## config.mk

```make
export PLATFORM = sky130hd
export DESIGN_NAME = alu16_sched
export DESIGN_NICKNAME = d
export VERILOG_FILES = /design/src/rtl/alu16_sched.sv
export SDC_FILE = /design/constraint.sdc
export NUM_CORES = 1
export LEC_CHECK = 0
export CORE_AREA = 4 4 118 120
export DETAILED_ROUTE_END_ITERATION = 6
export DIE_AREA = 0 0 122 124
export PLACE_DENSITY = 0.64
export SETUP_SLACK_MARGIN = 0.02
export SYNTH_ARGS = -nofsm -noshare
export SYNTH_HDL_FRONTEND = slang
export SYNTH_SLANG_ARGS = --single-unit
```

## constraint.sdc

```tcl
create_clock -name clk -period 3.5 [get_ports clk]
set_clock_uncertainty 0.1 [all_clocks]
set_input_delay 0.7 -clock clk [delete_from_list [all_inputs] [get_ports clk]]
set_output_delay 0.7 -clock clk [all_outputs]
set_load 0.01 [all_outputs]
```

## src/rtl/alu16_sched.sv

```systemverilog
// ---------------------------------------------------------------------------
// alu16_sched
//
// Shares one combinational alu16 between two requesters.  Requests are
// arbitrated round-robin, the winning operation is latched and held on the
// ALU for a fixed number of cycles (longer for MUL/DIV/MOD), and the result
// plus flags are captured and presented as a response to the owner.  Each
// requester owns a private 6-bit flags register, so carry-in and compare
// state never cross between requesters.
//
// Ports:
//   clk, rst_n           clock, synchronous active-low reset
//   req_valid/req_ready  per-requester request handshake (2 bits each)
//   req_func0/1          ALU function code per requester (0..17 legal)
//   req_a0/b0, a1/b1     operands per requester
//   rsp_valid/rsp_ready  per-requester response handshake
//   rsp_y, rsp_flags     result and owner's updated flags (shared bus)
//   rsp_err              illegal func, or divide/modulo by zero
//   alu_a/b/func/flagsin operands driven to the shared ALU
//   alu_y, alu_flagsout  result coming back from the shared ALU
// ---------------------------------------------------------------------------
module alu16_sched #(
    parameter int MULDIV_CYCLES = 3,
    parameter int BASE_CYCLES   = 1
) (
    input  logic        clk,
    input  logic        rst_n,
    input  logic [1:0]  req_valid,
    output logic [1:0]  req_ready,
    input  logic [4:0]  req_func0,
    input  logic [4:0]  req_func1,
    input  logic [15:0] req_a0,
    input  logic [15:0] req_b0,
    input  logic [15:0] req_a1,
    input  logic [15:0] req_b1,
    output logic [1:0]  rsp_valid,
    input  logic [1:0]  rsp_ready,
    output logic [15:0] rsp_y,
    output logic [5:0]  rsp_flags,
    output logic        rsp_err,
    output logic [15:0] alu_a,
    output logic [15:0] alu_b,
    output logic [4:0]  alu_func,
    output logic [5:0]  alu_flagsin,
    input  logic [15:0] alu_y,
    input  logic [5:0]  alu_flagsout
);

    localparam logic [4:0] FUNC_MUL = 5'd2;
    localparam logic [4:0] FUNC_DIV = 5'd3;
    localparam logic [4:0] FUNC_MOD = 5'd4;
    localparam logic [4:0] FUNC_NOP = 5'd16;
    localparam logic [4:0] FUNC_MAX = 5'd17;

    typedef enum logic [1:0] {
        IDLE = 2'd0,
        EXEC = 2'd1,
        RESP = 2'd2
    } state_t;

    state_t      state_q;
    logic        last_q;
    logic        owner_q;
    logic [4:0]  func_q;
    logic [15:0] a_q;
    logic [15:0] b_q;
    logic [3:0]  cnt_q;
    logic [5:0]  flags_q [2];
    logic [15:0] y_q;
    logic [5:0]  rflags_q;
    logic        err_q;

    // Arbitration and selection of the candidate request.
    logic        any_req_d;
    logic        grant_d;
    logic [4:0]  sel_func_d;
    logic [15:0] sel_a_d;
    logic [15:0] sel_b_d;
    logic        is_muldiv_d;
    logic        illegal_d;
    logic        divzero_d;
    logic [3:0]  cnt_load_d;
    logic        exec_d;
    logic        resp_d;

    always_comb begin
        any_req_d = |req_valid;
        // On a tie the requester that did not win last time gets the slot;
        // with a single request that one wins regardless of history.
        if (req_valid == 2'b11) begin
            grant_d = ~last_q;
        end else begin
            grant_d = req_valid[1];
        end
        sel_func_d  = grant_d ? req_func1 : req_func0;
        sel_a_d     = grant_d ? req_a1    : req_a0;
        sel_b_d     = grant_d ? req_b1    : req_b0;
        is_muldiv_d = (sel_func_d == FUNC_MUL) || (sel_func_d == FUNC_DIV) ||
                      (sel_func_d == FUNC_MOD);
        illegal_d   = sel_func_d > FUNC_MAX;
        divzero_d   = ((sel_func_d == FUNC_DIV) || (sel_func_d == FUNC_MOD)) &&
                      (sel_b_d == 16'd0);
        cnt_load_d  = is_muldiv_d ? 4'(MULDIV_CYCLES - 1) : 4'(BASE_CYCLES - 1);
        exec_d      = rst_n && (state_q == EXEC);
        resp_d      = rst_n && (state_q == RESP);
    end

    // Every output is forced to its idle value while reset is asserted so
    // nothing leaks out during the cycle in which reset is first sampled.
    always_comb begin
        req_ready = 2'b00;
        if (rst_n && (state_q == IDLE) && any_req_d) begin
            req_ready = grant_d ? 2'b10 : 2'b01;
        end
        rsp_valid = 2'b00;
        if (resp_d) begin
            rsp_valid = owner_q ? 2'b10 : 2'b01;
        end
        rsp_y       = rst_n ? y_q      : 16'd0;
        rsp_flags   = rst_n ? rflags_q : 6'd0;
        rsp_err     = rst_n & err_q;
        alu_a       = exec_d ? a_q              : 16'd0;
        alu_b       = exec_d ? b_q              : 16'd0;
        alu_func    = exec_d ? func_q           : FUNC_NOP;
        alu_flagsin = exec_d ? flags_q[owner_q] : 6'd0;
    end

    always_ff @(posedge clk) begin
        if (!rst_n) begin
            state_q    <= IDLE;
            last_q     <= 1'b1;
            owner_q    <= 1'b0;
            func_q     <= 5'd0;
            a_q        <= 16'd0;
            b_q        <= 16'd0;
            cnt_q      <= 4'd0;
            y_q        <= 16'd0;
            rflags_q   <= 6'd0;
            err_q      <= 1'b0;
            flags_q[0] <= 6'd0;
            flags_q[1] <= 6'd0;
        end else begin
            unique case (state_q)
                IDLE: begin
                    if (any_req_d) begin
                        owner_q <= grant_d;
                        last_q  <= grant_d;
                        func_q  <= sel_func_d;
                        a_q     <= sel_a_d;
                        b_q     <= sel_b_d;
                        cnt_q   <= cnt_load_d;
                        if (illegal_d || divzero_d) begin
                            // Rejected without touching the ALU; the
                            // requester's flags are reported unchanged.
                            y_q      <= illegal_d ? 16'd0 : 16'hFFFF;
                            err_q    <= 1'b1;
                            rflags_q <= flags_q[grant_d];
                            state_q  <= RESP;
                        end else begin
                            err_q   <= 1'b0;
                            state_q <= EXEC;
                        end
                    end
                end
                EXEC: begin
                    if (cnt_q == 4'd0) begin
                        y_q   <= alu_y;
                        err_q <= 1'b0;
                        // NOP must not disturb the owner's carry/compare state.
                        if (func_q != FUNC_NOP) begin
                            flags_q[owner_q] <= alu_flagsout;
                            rflags_q         <= alu_flagsout;
                        end else begin
                            rflags_q <= flags_q[owner_q];
                        end
                        state_q <= RESP;
                    end else begin
                        cnt_q <= cnt_q - 4'd1;
                    end
                end
                RESP: begin
                    if (rsp_ready[owner_q]) begin
                        state_q <= IDLE;
                    end
                end
                default: begin
                    state_q <= IDLE;
                end
            endcase
        end
    end

endmodule

```

======== Word level (Yosys, flattened, before mapping) ========
Memories as Yosys holds them, arrays and structs flattened. A register that Yosys moved wholly into a read port is not among the register bits.
Index checks and enable logic that the tools add are counted.
W data, S select, Z words.
storage, ports and cells
  bits in writable memories ............... 12
  register bits after elaboration ......... 68
  word-level logic and storage cells ...... 98
  output and inout bits ................... 70
  memories kept ........................... 1
operators by class
  magnitude comparators ................... 2
  bitwise operators ....................... 2
  reduce and logical (&&, ||, !) cells .... 20
  $add $sub $neg .......................... 1
  equality and inequality tests ........... 12
  mux-type cells .......................... 50
memories
  memory   depth  bits a word  rd ports  clocked after memory_dff  write ports  line  text
  flags_q  2      6            2         1                         2            68    logic [5:0] flags_q [2];
operators with widths
  cell                  count
  $mux W16              9
  $mux W6               7
  $pmux W16 S2          1
  $mux W2               9
  $logic_not A16 Y1     1
  $mux W1               16
  $pmux W6 S2           1
  $eq A5 B2 Y1 const B  2
  $mux W5               2
  $reduce_and A3 Y1     3
  $mux W4               2
  $pmux W4 S2           1
  $ne A2 B1 Y1 const B  3
  $pmux W2 S3           1
  $reduce_or A6 Y1      1
  $eq A5 B3 Y1 const B  1
  $gt A5 B5 Y1 const B  1
  $logic_and A1 B1 Y1   5
  $ne A5 B5 Y1 const B  1
  $eq A2 B2 Y1 const B  2
  $logic_not A4 Y1      1
  $logic_or A1 B1 Y1    4
  $ne A2 B2 Y1 const B  2
  $reduce_and A4 Y1     1
  other kinds (10)      10

======== Longest topological paths before layout ========
  word-level depth ........................ 10
  depth in mapped cells ................... 8
  mapped depth without buffers ............ 7

======== Worst setup path before layout ========
Ideal clock, no wire load.
  path type ............................... input port to output port
  start point ............................. input port req_valid[1]
  end point ............................... output port req_ready[1]
  arrival ................................. 1702 ps
  stages on the path ...................... 4
  slack ................................... 998 ps
  data required time ...................... 2700 ps
  path through ............................ a21boi_2 > clkbuf_1 > clkbuf_1 > and3_1
between the ends
  word-level cells in the longest chain between the ends .. 4
  elaborated cells on any way between the ends .. 6
  those cells by class .................... eq/ne (1); mux (3); reduce/logical (2)
ends and longest elaborated chain
  what                line  text
  start: declaration  28    input logic [1:0] req_valid,
  $eq A2 B2 Y1        90    if (req_valid == 2'b11) begin
  $mux W1             90
  $mux W2             113   req_ready = grant_d ? 2'b10 : 2'b01;
  $mux W2 *           112   if (rst_n && (state_q == IDLE) && any_req_d) begin
  end: declaration    29    output logic [1:0] req_ready,
Mark *: on every way between the ends. The rest lies on a longest branch, timed or not.

======== Worst setup path after layout ========
  start point ............................. input port req_valid[0]
  end point ............................... output port req_ready[0]
The elaborated chain is that of the path after synthesis.

==> impl_metrics.toml <==
[placement]
post-place-ws_ns = 0.1353
hpwl_um = 10270
place.gp.congestion = 0.8600
placedCellCount = 856
placed_area_um2 = 6274
port_buffers = 171

[power_and_ir_drop]
power.total_mw = 2.774
vdd.ir_drop.worst_mv = 0.1639
swShare_pct = 29.43
pwr-share-clk_pct = 30.7
p_int_mw = 1.958
power-per-cell-area_nw_per_um2 = 424.7
p_leak_nw = 3.144
comb_power_share_pct = 28.1
p_seq_share_pct = 41.2
p_switching_mw = 0.8165

[timing]
drv_slew = 0
worst_pin_slew_ns = 1.098
fin_ws_ns = 0.2975
setup_viol = 0
finalCritPeriodShare_pct = 91.50
tns_ns = 0
final-hold-violation-count = 0
period_minus_slack_ns = 3.202
rsz0062_at_grt = "false"
relSlewSlack_pct = 26.80
max_freq_mhz = 312.3

[worst_hold_path]
hp-class = "reg -> reg"

[setup_path]
critical_path_arrival_ns = 2.40
crit_path_max_fanout = 13
start_kind = "primary input"
critPathRequiredTime_ns = 2.70
r2r_slack_ns = 1.07
path_class = "in -> out"
crit_path_end_kind = "primary output"

[route]
ant_nets = 0
drt-wirelength-per-cell_um = 16.04
vias = 4432
vias_per_cell = 5.088
drcViolationCount = 0
dr.first_iter.drc_count = 230
routed_wl_um = 13970
dr.pass1.iters = 5

[global_routing]
grt_max_degree = 60
antenna_found_initial = 0
grt_overflow_total = 0
grt_pass1_vias = 4356
grt_util_all_layers_pct = 18.27
grt_pass1_wl_um = 21850

[floorplanning]
initial_utilization_pct = 33.88
io_pins = 172
die_h_um = 124
die-width_um = 122
rows = 42
core-area_um2 = 12980
die_area_um2 = 15130

[clock_network]
worstSkewPairLatency_ns = 0.34
cts_inserted_buffers = 9
cts_tree = "built"
cts.clk_slew.worst_paths_ns = 0.06
post_cts_resized = 0
cts-root-buf = "clkbuf_16"
cts_buffer_depth = 2
post-cts-setup-buffers = 0
holdBufCountCts = 0
cts-htree-levels = 3
cts.sinks = 81

[finish]
finalNetCount = 795
n_antenna_cell = 0
final_cells = 871
design_area_um2 = 6533
areaGrowthSynthToFinish_pct = 48.53
layout-drive-gt1-share_pct = 5.324

[synthesis]
synth_cell_types = 40
yosys_register_bits = 81
yosysTopAreaCellShare_pct = 31.41
yosysWarnings = 0
avgSynthCellArea_um2 = 8.144
yosysSeqAreaShare_pct = 39.60
syn_inst = 540
syn_nets = 644
synth_top_cells_by_area = "dfxtp_1 31%, nand2_1 10%, o211a_1 8.4%"
syn_area_um2 = 4398
yosys.area.top_type = "dfxtp_1"

[outcome]
outcome = "finished, final reports clean"

[job]
drv_cap = 0
-- critical path, cell delays in order --
cell and delay [ns]:
clkdlybuf4s50_1 0.60, a21bo_2 0.35, and3_1 0.21, clkdlybuf4s50_1 0.54
-- cell type report --
type                       count  area (µm²)
clock buffer                  14       254.0
clock inverter                 1       5.005
fill                        1261        6447
inverter                      25       93.84
multi-input combinational    389        2391
sequential                    81        1742
tap                          176       220.2
timing repair buffer         185        1827
-- sequential cells by signal (all words and copies together), names as in the netlist, named ones only --
name,flops
y_q,16
flags_q,12
rflags_q,6
last_q,1
owner_q,1
a_q,16
cnt_q,4
state_q,2
func_q,5
err_q,1
b_q,16
-- final timing paths --
check / end / cells past startpoint / start
worst max-delay path: req_ready[0] / 4 / req_valid[0]
worst min register to register: y_q[1]$_SDFFE_PN0P_ / 2 / y_q[1]$_SDFFE_PN0P_
worst max register to register: y_q[8]$_SDFFE_PN0P_ / 5 / last_q$_SDFFE_PN1P_
worst min-delay path: y_q[1]$_SDFFE_PN0P_ / 2 / y_q[1]$_SDFFE_PN0P_
-- power groups by stage --
stage          clock network, mW  logic, mW  registers [mW]
6_report                   0.852      0.779            1.14
5_1_grt                    0.924      0.860            1.16
4_1_cts                    0.878      0.787            1.14
3_5_place_dp                   0      0.782            1.16
3_3_place_gp                   0      0.768            1.16
2_1_floorplan                  0      0.473            1.14
-- cells in the mapped netlist --
cell type and instances:
or2_2 1, a21boi_1 2, edfxtp_1 12, nor2b_1 4
nand3_1 47, o2111ai_1 2, xnor2_1 1, buf_4 1
inv_1 25, nor3b_1 2, xor2_1 1, and3_1 40
nor3b_2 2, a21boi_2 3, and3b_1 2, nand2b_1 3
o31ai_1 8, nor3_1 3, a21oi_1 1, o211a_1 37
o21ai_0 22, o21a_1 2, buf_2 2, and2_1 14
dfxtp_1 69, buf_6 2, o211ai_1 6, nor2_1 13
clkbuf_1 40, nand2_1 118, or3b_2 1, a21bo_2 1
mux2i_1 31, nor4_1 12, or4b_1 1, ha_1 2
a221oi_2 1, o21ai_1 3, a21boi_0 2, o221a_1 1
-- layer usage --
layer | wire [µm] | up-vias | share of wire, % | track usage [%]
li1 | - | 2196 | - | -
met1 | 6098 | 2053 | 44 | 22.71
met2 | 6271 | 165 | 45 | 29.18
met3 | 1372 | 18 | 9.8 | 6.676
met4 | 227 | 0 | 1.6 | 6.653
met5 | 0 | - | 0 | 0
-- cell usage in the layout, fill, tap and decap left out, drive strengths merged --
cell	netlist	routed
a21bo	1	1
a21boi	7	7
a21oi	1	1
a221oi	1	1
and2	14	14
and3	40	40
and3b	2	2
buf	5	15
clkbuf	40	14
clkdlybuf4s50	0	170
clkinv	0	1
dfxtp	69	69
edfxtp	12	12
ha	2	2
inv	25	25
mux2i	31	31
nand2	118	118
nand2b	3	3
nand3	47	47
nor2	13	13
nor2b	4	4
nor3	3	3
nor3b	4	4
nor4	12	12
o2111ai	2	2
o211a	37	37
o211ai	6	6
o21a	2	2
o21ai	25	25
o221a	1	1
o31ai	8	8
or2	1	1
or3b	1	1
or4b	1	1
xnor2	1	1
xor2	1	1
-- per-stage QoR --
| stage | hold slack [ns] | utilization (%) |
|---|---|---|
| global route | 0.3977 | 50.33 |
| detailed placement | 0.3650 | 48.33 |
| global placement | 0.3578 | 48.33 |
| floorplan | 0.3465 | - |
| CTS | 0.3717 | 50.33 |
| finish | 0.3663 | 50.33 |
-- cell families (layout without fill, tap and decap cells) --
kind of cell,count (synthesis),count (layout),share of synthesized area (%)
AO/OA/AOI/OAI,91,91,16.78
XOR/XNOR,2,2,0.3984
adder cells (fa/ha/maj),2,2,0.5689
buffers and inverters,70,225,6.458
flip-flops,81,81,39.60
multiplexers,31,31,7.056
AND/OR/NAND/NOR,263,263,29.13
Note: power is estimated with default switching activity, not from simulation.
